==> config.mk <==
export PLATFORM = sky130hd
export DESIGN_NAME = hazard_ctrl
export DESIGN_NICKNAME = d
export VERILOG_FILES = /design/src/rtl/mips_pkg.sv /design/src/rtl/hazard_scoreboard.sv /design/src/rtl/hazard_ctrl.sv
export SDC_FILE = /design/constraint.sdc
export NUM_CORES = 1
export LEC_CHECK = 0
export ABC_AREA = 1
export CAP_MARGIN = 5
export CORE_MARGIN = 2
export CORE_UTILIZATION = 25
export DETAILED_ROUTE_END_ITERATION = 6
export PLACE_DENSITY = 0.49
export RECOVER_POWER = 100
export SLEW_MARGIN = 25
export SYNTH_ARGS = -nofsm -noshare
export SYNTH_HDL_FRONTEND = slang
export SYNTH_SLANG_ARGS = --single-unit
==> constraint.sdc <==
create_clock -name clk -period 1.6 [get_ports clk]
set_input_delay 0.32 -clock clk [delete_from_list [all_inputs] [get_ports clk]]
set_output_delay 0.32 -clock clk [all_outputs]
set_load 0.02 [all_outputs]
==> src/rtl/mips_pkg.sv <==
// rtl/mips_pkg.sv - shared constants and scoreboard entry type for hazard control
package mips_pkg;

    localparam logic [1:0] FWD_RF  = 2'b00;
    localparam logic [1:0] FWD_EX  = 2'b01;
    localparam logic [1:0] FWD_MEM = 2'b10;
    localparam logic [1:0] FWD_WB  = 2'b11;

    localparam logic [4:0] REG_ZERO = 5'd0;

    localparam logic [15:0] STALL_CNT_MAX = 16'hFFFF;

    typedef struct packed {
        logic       valid;
        logic [4:0] rd;
        logic       ld;
    } sb_entry_t;

endpackage

==> src/rtl/hazard_scoreboard.sv <==
// rtl/hazard_scoreboard.sv - EX/MEM/WB destination tracking shift register
module hazard_scoreboard
    import mips_pkg::*;
(
    input  logic      clk,
    input  logic      rst_n,
    input  logic      i_advance,
    input  sb_entry_t i_new,
    output sb_entry_t o_ex,
    output sb_entry_t o_mem,
    output sb_entry_t o_wb
);

    sb_entry_t r_ex;
    sb_entry_t r_mem;
    sb_entry_t r_wb;

    // Entries only move when the memory stage lets the pipe advance.
    always_ff @(posedge clk or negedge rst_n) begin
        if (!rst_n) begin
            r_ex  <= '0;
            r_mem <= '0;
            r_wb  <= '0;
        end else if (i_advance) begin
            r_wb  <= r_mem;
            r_mem <= r_ex;
            r_ex  <= i_new;
        end
    end

    assign o_ex  = r_ex;
    assign o_mem = r_mem;
    assign o_wb  = r_wb;

endmodule

==> src/rtl/hazard_ctrl.sv <==
// rtl/hazard_ctrl.sv - MIPS pipeline stall, flush and ID-branch forwarding control
module hazard_ctrl
    import mips_pkg::*;
(
    input  logic        clk,
    input  logic        rst_n,
    input  logic        id_valid,
    input  logic [4:0]  id_rs,
    input  logic [4:0]  id_rt,
    input  logic        id_use_rs,
    input  logic        id_use_rt,
    input  logic        id_is_branch,
    input  logic        id_branch_taken,
    input  logic [4:0]  id_rd,
    input  logic        id_regwrite,
    input  logic        id_memread,
    input  logic        mem_busy,
    output logic        pc_en,
    output logic        ifid_en,
    output logic        pipe_en,
    output logic        ifid_flush,
    output logic        idex_bubble,
    output logic [1:0]  fwd_rs_sel,
    output logic [1:0]  fwd_rt_sel,
    output logic [15:0] stall_cnt
);

    sb_entry_t   w_ex;
    sb_entry_t   w_mem;
    sb_entry_t   w_wb;
    sb_entry_t   w_new;
    logic        w_rs_ex, w_rs_mem, w_rs_wb;
    logic        w_rt_ex, w_rt_mem, w_rt_wb;
    logic        w_load_use;
    logic        w_branch_load;
    logic        w_stall;
    logic        w_fwd_active;
    logic [15:0] r_stall_cnt;

    function automatic logic f_match(input sb_entry_t e, input logic [4:0] src,
                                     input logic use_src, input logic valid);
        return valid && use_src && e.valid && (e.rd == src) && (e.rd != REG_ZERO);
    endfunction

    // Nearest producer wins; a load still in EX or MEM never forwards (it stalls).
    function automatic logic [1:0] f_sel(input logic active, input logic m_ex,
                                         input logic m_mem, input logic m_wb,
                                         input logic ld_ex, input logic ld_mem);
        if (!active)              return FWD_RF;
        else if (m_ex && !ld_ex)  return FWD_EX;
        else if (m_mem && !ld_mem) return FWD_MEM;
        else if (m_wb)            return FWD_WB;
        else                      return FWD_RF;
    endfunction

    hazard_scoreboard u_scoreboard (
        .clk       (clk),
        .rst_n     (rst_n),
        .i_advance (!mem_busy),
        .i_new     (w_new),
        .o_ex      (w_ex),
        .o_mem     (w_mem),
        .o_wb      (w_wb)
    );

    assign w_rs_ex  = f_match(w_ex,  id_rs, id_use_rs, id_valid);
    assign w_rs_mem = f_match(w_mem, id_rs, id_use_rs, id_valid);
    assign w_rs_wb  = f_match(w_wb,  id_rs, id_use_rs, id_valid);
    assign w_rt_ex  = f_match(w_ex,  id_rt, id_use_rt, id_valid);
    assign w_rt_mem = f_match(w_mem, id_rt, id_use_rt, id_valid);
    assign w_rt_wb  = f_match(w_wb,  id_rt, id_use_rt, id_valid);

    assign w_load_use    = w_ex.ld && (w_rs_ex || w_rt_ex);
    assign w_branch_load = id_is_branch && w_mem.ld && (w_rs_mem || w_rt_mem);
    assign w_stall       = w_load_use || w_branch_load;

    assign w_new.valid = id_valid && id_regwrite && !w_stall;
    assign w_new.rd    = id_rd;
    assign w_new.ld    = id_memread;

    assign w_fwd_active = id_is_branch && !w_stall;
    assign fwd_rs_sel   = f_sel(w_fwd_active, w_rs_ex, w_rs_mem, w_rs_wb, w_ex.ld, w_mem.ld);
    assign fwd_rt_sel   = f_sel(w_fwd_active, w_rt_ex, w_rt_mem, w_rt_wb, w_ex.ld, w_mem.ld);

    always_comb begin
        pc_en       = 1'b1;
        ifid_en     = 1'b1;
        pipe_en     = 1'b1;
        ifid_flush  = 1'b0;
        idex_bubble = 1'b0;
        if (rst_n) begin
            if (mem_busy) begin
                pc_en   = 1'b0;
                ifid_en = 1'b0;
                pipe_en = 1'b0;
            end else if (w_stall) begin
                pc_en       = 1'b0;
                ifid_en     = 1'b0;
                idex_bubble = 1'b1;
            end else if (id_valid && id_is_branch && id_branch_taken) begin
                ifid_flush = 1'b1;
            end
        end
    end

    always_ff @(posedge clk or negedge rst_n) begin
        if (!rst_n) begin
            r_stall_cnt <= '0;
        end else if (!mem_busy && w_stall && (r_stall_cnt != STALL_CNT_MAX)) begin
            r_stall_cnt <= r_stall_cnt + 16'd1;
        end
    end

    assign stall_cnt = r_stall_cnt;

endmodule

==> results.py, run 1 <==
metrics = {
    "sta": {
        "finalHoldViolations": 0,
        "slew_viol_final": 0,
        "tightest_slew_ps": 884.2,
        "skew_ps": 8.468,
        "period_share": 1.374,
        "period_needed_ps": 2199,
        "setup_viol": 24,
        "worst_hold_slack_ps": 102.7,
        "setup_tns_ps": -9098,
        "rsz0062_at_grt": "yes",
        "relSlewSlack": 0.4105,
        "fin_ws_ps": -599.2,
        "max_freq_mhz": 454.7,
    },
    "global_routing": {
        "antenna_found_initial": 0,
        "grt_pass1_vias": 2311,
        "grt_pass1_wl_um": 11520,
        "grt_max_degree": 42,
        "grt-ovfl-total": 0,
        "groute.usage.overall": 0.1407,
    },
    "setup_path": {
        "required_ps": 1280,
        "slowest_delay_ps": 410,
        "crit_path_frequent_cell": "nand2_1",
        "end_kind": "output pin",
        "slowest_stage": "dfrtp_1",
        "path_cells": "inv_1 -> nand3_1 -> nor2_2 -> nor2_1 -> nand2_1 -> nand2_1 -> nand2_1 -> nand2_2 -> inv_4 -> nand2_8 -> nor3_4 -> buf_6",
        "critPathArrivalTime_ps": 1880,
        "critPathLaunchType": "flip-flop",
        "rr_worst_depth": 13,
        "cp_max_fo": 5,
        "worstSetupPathType": "flip-flop to output pin",
    },
    "synth": {
        "yosysUniqueCellTypes": 24,
        "synthCells": 351,
        "syn_area_mm2": 0.002385,
        "synth_flop_cell": "dfrtp_1",
        "synth_top_area_cell": "dfrtp_1",
        "synth_most_common_cell": "nand2_1",
        "yosys.area_share.simple": 0.3625,
        "synthTopCellsByCount": "107 x nand2_1, 50 x inv_1, 37 x nor2_1",
        "syn-num-nets": 377,
        "netlist.area_leader.share": 0.3778,
        "synth-compound-area-share": 0.06086,
        "synth-edff-count": 0,
        "synthAdderAreaFrac": 0.005247,
        "synthMuxAreaShare": 0,
        "synthArstFlopShare": 1.000,
        "yosys_warnings": 0,
        "ys_seq_elements": 36,
        "synthTopCellsByArea": "dfrtp_1 38%, nand2_1 17%, xnor2_1 8.8%, inv_1 7.9%, nor2_1 5.8%",
        "synth_top_family_by_area": "simple AND/OR/NAND/NOR gates",
        "avgSynthCellArea_um2": 6.794,
        "ys_seq_area_frac": 0.3778,
        "yosys.area_share.xor_xnor": 0.08814,
    },
    "drt": {
        "drt_iter0_markers": 111,
        "ant_nets": 0,
        "drcViolationCount": 0,
        "vias": 2503,
        "viasPerCell": 4.286,
        "firstDrtPassIters": 4,
        "wl_per_cell_um": 12.06,
        "finalWirelength_um": 7042,
    },
    "status": {
        "violations": "setup timing",
        "status": "finished with violations",
    },
    "die": {
        "coreArea_mm2": 0.009240,
        "pin_count": 50,
        "die_y_um": 101.7,
        "die_area_mm2": 0.01034,
        "die_w_um": 101.7,
        "num_rows": 35,
        "initial_core_util": 0.2581,
    },
    "layout": {
        "antennaDiodeCount": 0,
        "final_layout_size_suffix_gt1_frac": 0.2198,
        "syn_to_final_growth_pct": 48.64,
        "fillCellCount": 1010,
        "fin_nets": 480,
    },
    "placement": {
        "dp_hpwl_um": 5257,
        "numPortBuffers": 49,
        "gp_congestion": 0.8870,
        "post-place-ws_ps": -1131,
    },
    "pwr": {
        "peakVddDrop_mv": 0.2625,
        "p_leak_nw": 1.714,
        "intPower_mw": 1.602,
        "swShare": 0.3013,
        "p_sw_uw": 690.6,
        "clkPwrFrac": 0.307,
        "power_frac_comb": 0.246,
        "p_seq_frac": 0.446,
        "p_per_area_mw_per_mm2": 646.7,
    },
    "clock_network": {
        "h-tree-depth": 2,
        "cts-root-buf": "clkbuf_8",
        "path_clk_slew_ps": 80,
        "holdBufCountCts": 0,
        "clockBufferDepth": 2,
        "clock_latency_ps": 290,
        "cts_made_buffers": 5,
        "cts.sink_count": 36,
        "cts_tree": "done",
    },
    "hold_path": {
        "min_path_type": "input port to async pin",
    },
    "flow_run": {
        "max_cap_violations": 0,
    },
}
[state kept, by name, summed over array words and instances (netlist names)]
signal	cells
stall_cnt	16
u_scoreboard.o_ex	7
u_scoreboard.o_mem	7
u_scoreboard.o_wb	6
[worst max-delay path, delay by kind of cell (launching register included)]
kind	cells	cell delay (ps)
and+or+nand+nor	9	860
DFF	1	410
buffers and inverters	3	310
[final cells by class]
cell class	instances	area, µm²	share of cell area
Clock inverter	1	7.507	0.002118
Clock buffer	7	86.33	0.02436
Inverter	51	193.9	0.05471
Tap cell	129	161.4	0.04553
Multi-Input combinational cell	253	1341	0.3784
Sequential cell	36	903.4	0.2549
Timing Repair Buffer	107	850.8	0.2400
[kinds of logic after synthesis]
group           after synthesis
flops                        36
compound gates               28
xor+xnor                     24
simple gates                200
buf+inv                      62
fa+ha+maj                     1
[power groups by stage]
stage	Sequential [mW]	Combinational, mW	Clock (mW)
6_report	1.02	0.565	0.705
5_1_grt	1.03	0.625	0.767
4_1_cts	1.02	0.549	0.742
3_5_place_dp	1.04	0.525	0
3_3_place_gp	1.04	0.526	0
2_1_floorplan	1.04	0.244	0
[path summary, 6_finish.rpt]
kind	start	end	slack, ps
setup / recovery	u_scoreboard.o_mem[5]$_DFFE_PN0N_	fwd_rs_sel[1]	-600
hold / removal	rst_n	u_scoreboard.o_wb[4]$_DFFE_PN0N_	100
setup reg to reg	u_scoreboard.o_mem[2]$_DFFE_PN0N_	stall_cnt[0]$_DFFE_PN0P_	-300
hold reg to reg	u_scoreboard.o_mem[6]$_DFFE_PN0N_	u_scoreboard.o_mem[6]$_DFFE_PN0N_	500
max in group asynchronous	rst_n	stall_cnt[0]$_DFFE_PN0P_	570
min in group clk	u_scoreboard.o_mem[6]$_DFFE_PN0N_	u_scoreboard.o_mem[6]$_DFFE_PN0N_	500
[repair_timing]
item | in CTS | in global routing
gates resized for setup | 86 | 8
gates cloned | 0 | 0
pin swaps | 7 | 1
setup endpoints to repair | 42 | 26
setup buffers | 6 | 3
[layer usage]
| metal | GRT usage | vias up | share of wire |
|---|---|---|---|
| met5 | 0 | - | 0 |
| met1 | 0.2080 | 1153 | 0.51 |
| met3 | 0.02277 | 4 | 0.033 |
| met4 | 0.04158 | 0 | 0.012 |
| li1 | - | 1309 | - |
| met2 | 0.2100 | 37 | 0.45 |
[through the flow]
step	std cells	instance area (µm²)	power, mW	util
final	584	3545	2.292	0.3836
after global routing	584	3545	2.425	0.3836
after CTS	581	3536	2.315	0.3827
after detailed placement	568	3400	1.567	0.3679
after global placement	568	3400	1.567	0.3679
after floorplan	351	2441	1.284	-
[layout by cell type, fill, tap and decap left out, types with 2 or more instances in the layout]
master | netlist | layout
o21ai_1 | 2 | 2
o21ai_0 | 21 | 21
inv_1 | 50 | 45
nor2_2 | 1 | 7
dfrtp_1 | 36 | 34
buf_2 | 0 | 2
nand3_2 | 2 | 2
clkbuf_8 | 0 | 6
xnor2_2 | 0 | 3
buf_6 | 1 | 8
clkbuf_1 | 7 | 9
a21oi_1 | 3 | 2
nand2_2 | 1 | 6
nand3_1 | 25 | 25
clkdlybuf4s50_1 | 0 | 11
nor3_1 | 5 | 4
xnor2_1 | 24 | 21
buf_4 | 3 | 44
nor2_4 | 0 | 2
nor2_1 | 37 | 29
nand4_1 | 19 | 19
inv_2 | 0 | 4
dlygate4sd2_1 | 0 | 28
nand2_1 | 107 | 101
dfrtp_2 | 0 | 2
clkbuf_4 | 0 | 2
clkbuf_2 | 0 | 4
Power figures use the tool's default switching activity.
==> run 2: changes to the inputs <==
CTS_BUF_LIST = sky130_fd_sc_hd__clkbuf_8   (was unset)
==> run 2 against run 1 <==
Against the previous run:
- critical endpoint unchanged
- first-iteration DRC count shrank 11%
- sequential share of layout area is the same
- largest cell class unchanged
- wire length hardly changed
- global-route usage unchanged
- highest routed layer unchanged
- core utilization did not move
- non-clock buffer count unchanged
- combinational power hardly changed
- worst setup slack about the same
- count of clock-buffer cells in the layout fell by 1
- register-to-register slack is essentially flat
- the run still ends with setup timing left
- power shrank 0.29%
==> results.py, run 2 (synthesis results as in run 1) <==
metrics = {
    "clock_network": {
        "h-tree-depth": 2,
        "clockBufferDepth": 2,
        "path_clk_slew_ps": 80,
        "clock_latency_ps": 290,
        "cts_made_buffers": 5,
        "cts_tree": "done",
        "cts-root-buf": "clkbuf_8",
        "cts.sink_count": 36,
    },
    "die": {
        "die_area_mm2": 0.01034,
        "num_rows": 35,
        "die_w_um": 101.7,
        "pin_count": 50,
        "initial_core_util": 0.2581,
        "die_y_um": 101.7,
        "coreArea_mm2": 0.009240,
    },
    "layout": {
        "syn_to_final_growth_pct": 48.64,
        "antennaDiodeCount": 0,
        "final_cell_mix": "101 x nand2_1, 46 x inv_1, 44 x buf_4",
        "fillCellCount": 1010,
        "stdcell_area_mm2": 0.003545,
        "final_layout_size_suffix_gt1_frac": 0.2198,
        "final_cells": 584,
        "largest_reg_flops": 16,
        "multi_input_area_mm2": 0.001341,
        "area.sequential_um2": 903.4,
        "fin_nets": 480,
        "mostFrequentLayoutCell": "nand2_1",
    },
    "global_routing": {
        "grt_pass1_vias": 2311,
        "antenna_found_initial": 0,
        "grt_max_degree": 42,
        "groute.usage.overall": 0.1407,
        "grt-ovfl-total": 0,
        "grt_pass1_wl_um": 11520,
    },
    "pwr": {
        "p_leak_nw": 1.718,
        "intPower_mw": 1.595,
        "p_per_area_mw_per_mm2": 644.8,
        "swShare": 0.3020,
        "peakVddDrop_mv": 0.2610,
        "p_sw_uw": 690.3,
        "power_mw": 2.286,
        "clkPwrFrac": 0.305,
        "power_frac_comb": 0.247,
        "p_seq_frac": 0.448,
    },
    "status": {
        "status": "finished with violations",
        "violations": "setup timing",
    },
    "sta": {
        "skew_ps": 7.849,
        "setup_tns_ps": -9069,
        "setup_viol": 24,
        "worst_hold_slack_ps": 104.7,
        "finalHoldViolations": 0,
        "tightest_slew_ps": 882.0,
        "max_freq_mhz": 454.7,
        "period_needed_ps": 2199,
        "period_share": 1.375,
        "relSlewSlack": 0.4120,
        "slew_viol_final": 0,
        "fin_ws_ps": -599.5,
        "rsz0062_at_grt": "yes",
    },
    "drt": {
        "wl_per_cell_um": 12.07,
        "ant_nets": 0,
        "drcViolationCount": 0,
        "finalWirelength_um": 7046,
        "viasPerCell": 4.289,
        "firstDrtPassIters": 4,
        "drt_iter0_markers": 99,
        "vias": 2505,
    },
    "placement": {
        "numPortBuffers": 49,
        "dp_hpwl_um": 5257,
        "dpl_cell_area_mm2": 0.003400,
        "gp_congestion": 0.8870,
        "dp.cells": 568,
    },
    "setup_path": {
        "crit_path_frequent_cell": "nand2_1",
        "worst-path-buf-inv": 3,
        "worstSetupPathType": "flip-flop to output pin",
        "required_ps": 1280,
        "slowest_delay_ps": 410,
        "cp_max_fo": 5,
        "critPathArrivalTime_ps": 1880,
        "path_cells": "inv_1 -> nand3_1 -> nor2_2 -> nor2_1 -> nand2_1 -> nand2_1 -> nand2_1 -> nand2_2 -> inv_4 -> nand2_8 -> nor3_4 -> buf_6",
        "slowest_stage": "dfrtp_1",
        "critPathLaunchType": "flip-flop",
        "end_kind": "output pin",
        "cp_top_family": "simple AND/OR/NAND/NOR gates",
    },
    "hold_path": {
        "min_path_type": "input port to async pin",
    },
    "flow_run": {
        "max_cap_violations": 0,
    },
}
==> run 2: cell types whose count changed in the layout (fill, tap and decap cells not counted), sizes merged <==
cell,previous run,this run
clkbuf,21,20
inv,50,51
==> run 2: repair_timing <==
action / 4_1_cts / 5_1_grt
pin swaps: 7 / 1
hold buffers: 0 / 0
gates resized for setup: 86 / 8
setup buffers: 6 / 3
endpoints found under the setup margin: 42 / 26
==> run 2: worst paths after layout <==
kind                                                    from                                end  slack, ps  cells after the start
min                                                    rst_n   u_scoreboard.o_wb[4]$_DFFE_PN0N_        100                      2
max                        u_scoreboard.o_mem[5]$_DFFE_PN0N_                      fwd_rs_sel[1]       -600                     12
min reg2reg                u_scoreboard.o_mem[6]$_DFFE_PN0N_  u_scoreboard.o_mem[6]$_DFFE_PN0N_        500                      2
max in group asynchronous                              rst_n           stall_cnt[0]$_DFFE_PN0P_        570                      2
min in group clk           u_scoreboard.o_mem[6]$_DFFE_PN0N_  u_scoreboard.o_mem[6]$_DFFE_PN0N_        500                      2
max reg2reg                u_scoreboard.o_mem[2]$_DFFE_PN0N_           stall_cnt[0]$_DFFE_PN0P_       -300                     13
==> run 2: layer usage <==
layer / vias to the layer above / GRT usage / part of all wire
met4: 0 / 0.04158 / 0.012
met1: 1153 / 0.2080 / 0.51
met2: 39 / 0.2100 / 0.44
li1: 1309 / - / -
met3: 4 / 0.02277 / 0.034
met5: - / 0 / 0
==> run 2: per-stage QoR <==
stage                     worst slack (ps)  utilization
after global routing                -806.1       0.3836
after floorplan                     -105.5            -
after detailed placement             -1131       0.3679
after CTS                           -612.6       0.3827
after global placement               -1123       0.3679
final                               -599.5       0.3836
==> run 2: power by group through the flow <==
stage	clock network, mW	logic, mW	registers, mW
final	0.698	0.565	1.02
after global routing	0.761	0.625	1.03
after CTS	0.736	0.549	1.02
after detailed placement	0	0.525	1.04
after global placement	0	0.526	1.04
after floorplan	0	0.244	1.04
==> run 2: final cells by class <==
type,instances,area share
timing repair buffer,107,0.2400
inverter,51,0.05471
clock inverter,2,0.003177
tap,129,0.04553
sequential,36,0.2549
multi-input combinational,253,0.3784
clock buffer,6,0.02330
==> run 3: changes to the inputs <==
GPL_TIMING_DRIVEN = 0   (was unset)
==> run 3 against run 2 <==
Against the previous run:
- design area up 4.6%
- via count up 1.8%
- the flow still finishes with violations (setup timing)
- combinational power down 9.6%
- critical endpoint is now pc_en
==> results.py, run 3 (synthesis results as in run 1) <==
metrics = {
    "sta": {
        "relSlewSlack": 0.6015,
        "rsz0062_at_grt": "yes",
        "period_share": 1.374,
        "period_needed_ps": 2198,
        "setup_tns_ps": -7356,
        "slew_viol_final": 0,
        "setup_viol": 25,
        "fin_ws_ps": -597.7,
        "skew_ps": 11.09,
        "finalHoldViolations": 0,
        "max_freq_mhz": 455.0,
        "tightest_slew_ps": 595.8,
    },
    "global_routing": {
        "grt-ovfl-total": 0,
        "grt_pass1_wl_um": 12810,
        "groute.usage.overall": 0.1577,
        "grt_max_degree": 28,
        "grt.busiest_layer": "met2",
        "use_met1": 0.2213,
        "grt_pass1_vias": 2589,
        "met2_usage": 0.2495,
        "antenna_found_initial": 0,
        "grt.met3_usage": 0.02277,
    },
    "layout": {
        "fillCellCount": 978,
        "antennaDiodeCount": 0,
        "final_util": 0.4011,
        "syn_to_final_growth_pct": 55.40,
        "fin_nets": 465,
        "mostFrequentLayoutCell": "nand2_1",
        "largest_reg_flops": 16,
        "final_layout_size_suffix_gt1_frac": 0.2500,
        "final_cell_mix": "96 x nand2_1, 40 x inv_1, 33 x dfrtp_1",
        "final_cells": 569,
    },
    "setup_path": {
        "cp_max_fo": 3,
        "slowest_delay_ps": 430,
        "r2r-start": "u_scoreboard.o_ex[4]$_DFFE_PN0N_",
        "worstSetupPathType": "flip-flop to output pin",
        "endpoint": "pc_en",
        "r2r_slack_ps": -230,
        "required_ps": 1280,
        "crit_start": "u_scoreboard.o_ex[4]$_DFFE_PN0N_",
        "path_cells": "buf_6 -> xnor2_2 -> nand2_1 -> nor2_1 -> nand2_1 -> nand2_1 -> nand2_2 -> nand2_4 -> inv_6 -> nand2_4 -> nand2_4 -> buf_6 -> buf_6",
        "rr_worst_depth": 12,
        "slowest_stage": "dfrtp_1",
        "end_kind": "output pin",
        "critPathLaunchType": "flip-flop",
        "r2r_end": "stall_cnt[5]$_DFFE_PN0P_",
        "critPathArrivalTime_ps": 1880,
    },
    "placement": {
        "gp_congestion": 0.8656,
        "post-place-ws_ps": -1345,
        "dp.cells": 530,
        "dp_hpwl_um": 5234,
        "numPortBuffers": 49,
    },
    "clock_network": {
        "cts_made_buffers": 5,
        "cts-root-buf": "clkbuf_8",
        "clockBufferDepth": 2,
        "cts.sink_count": 36,
        "path_clk_slew_ps": 90,
        "h-tree-depth": 2,
        "cts_tree": "done",
        "clock_latency_ps": 300,
    },
    "pwr": {
        "p_leak_nw": 1.748,
        "power_mw": 2.363,
        "peakVddDrop_mv": 0.2757,
        "p_per_area_mw_per_mm2": 637.5,
    },
    "die": {
        "die_area_mm2": 0.01034,
        "coreArea_mm2": 0.009240,
        "num_rows": 35,
        "pin_count": 50,
        "initial_core_util": 0.2581,
        "die_y_um": 101.7,
        "die_w_um": 101.7,
    },
    "drt": {
        "ant_nets": 0,
        "wl_per_cell_um": 13.27,
        "drcViolationCount": 0,
        "firstDrtPassIters": 5,
        "viasPerCell": 4.482,
        "drt_iter0_markers": 116,
        "finalWirelength_um": 7552,
        "vias": 2550,
    },
    "hold_path": {
        "min_path_type": "input port to async pin",
    },
    "status": {
        "status": "finished with violations",
        "violations": "setup timing",
    },
    "flow_run": {
        "max_cap_violations": 0,
    },
}
## run 3: layout make-up
cell class                      instances  area (µm²)  area share
Timing Repair Buffer                   81       770.7      0.2080
Tap cell                              129       161.4     0.04355
Inverter                               51       197.7     0.05334
Multi-Input combinational cell        253        1474      0.3977
Sequential cell                        36       904.6      0.2441
Clock buffer                            5       68.82     0.01857
Buffer                                 11       90.09     0.02431
Clock inverter                          3       38.79     0.01047
## run 3: critical path, delay by kind of cell (launching register included)
| family | cells | cell delay [ps] |
|---|---|---|
| xor+xnor | 1 | 110 |
| buf+inv | 4 | 420 |
| flops | 1 | 430 |
| simple gates | 8 | 630 |
## run 3: per-stage QoR
step	cell area (µm²)	hold slack [ps]
after global routing	3706	35.71
final	3706	21.59
after floorplan	2441	24.41
after global placement	3093	470.0
after CTS	3630	34.54
after detailed placement	3108	252.7
## run 3: worst min path at each step
| stage | startpoint | endpoint | cells after the start | slack [ps] |
|---|---|---|---|---|
| 6_report | rst_n | u_scoreboard.o_mem[0]$_DFFE_PN0N_ | 2 | 20 |
| 5_1_grt | rst_n | u_scoreboard.o_mem[0]$_DFFE_PN0N_ | 2 | 40 |
| 4_1_cts | rst_n | stall_cnt[6]$_DFFE_PN0P_ | 2 | 30 |
| 3_5_place_dp | rst_n | u_scoreboard.o_ex[2]$_DFFE_PN0N_ | 1 | 250 |
| 3_3_place_gp | u_scoreboard.o_mem[6]$_DFFE_PN0N_ | u_scoreboard.o_mem[6]$_DFFE_PN0N_ | 2 | 470 |
| 2_1_floorplan | rst_n | stall_cnt[0]$_DFFE_PN0P_ | 0 | 20 |
## run 3: what timing repair did
item,4_1_cts,5_1_grt
cloned,2,1
setup endpoints to repair,49,27
hold endpoints to repair,12,0
pin swaps,30,14
gates resized for setup,130,29
setup buffers,31,5
hold buffers,1,0
## run 3: per-layer routing
layer  vias to the layer above  share of wire
met3                         9          0.040
met2                        56           0.45
met4                         0          0.019
met1                      1202           0.49
met5                         -              0
li1                       1283              -
## run 3: power by group
part	internal (mW)	switching [mW]
clock	0.457	0.355
sequential	0.967	0.0731
combinational	0.240	0.271
total	1.66	0.699
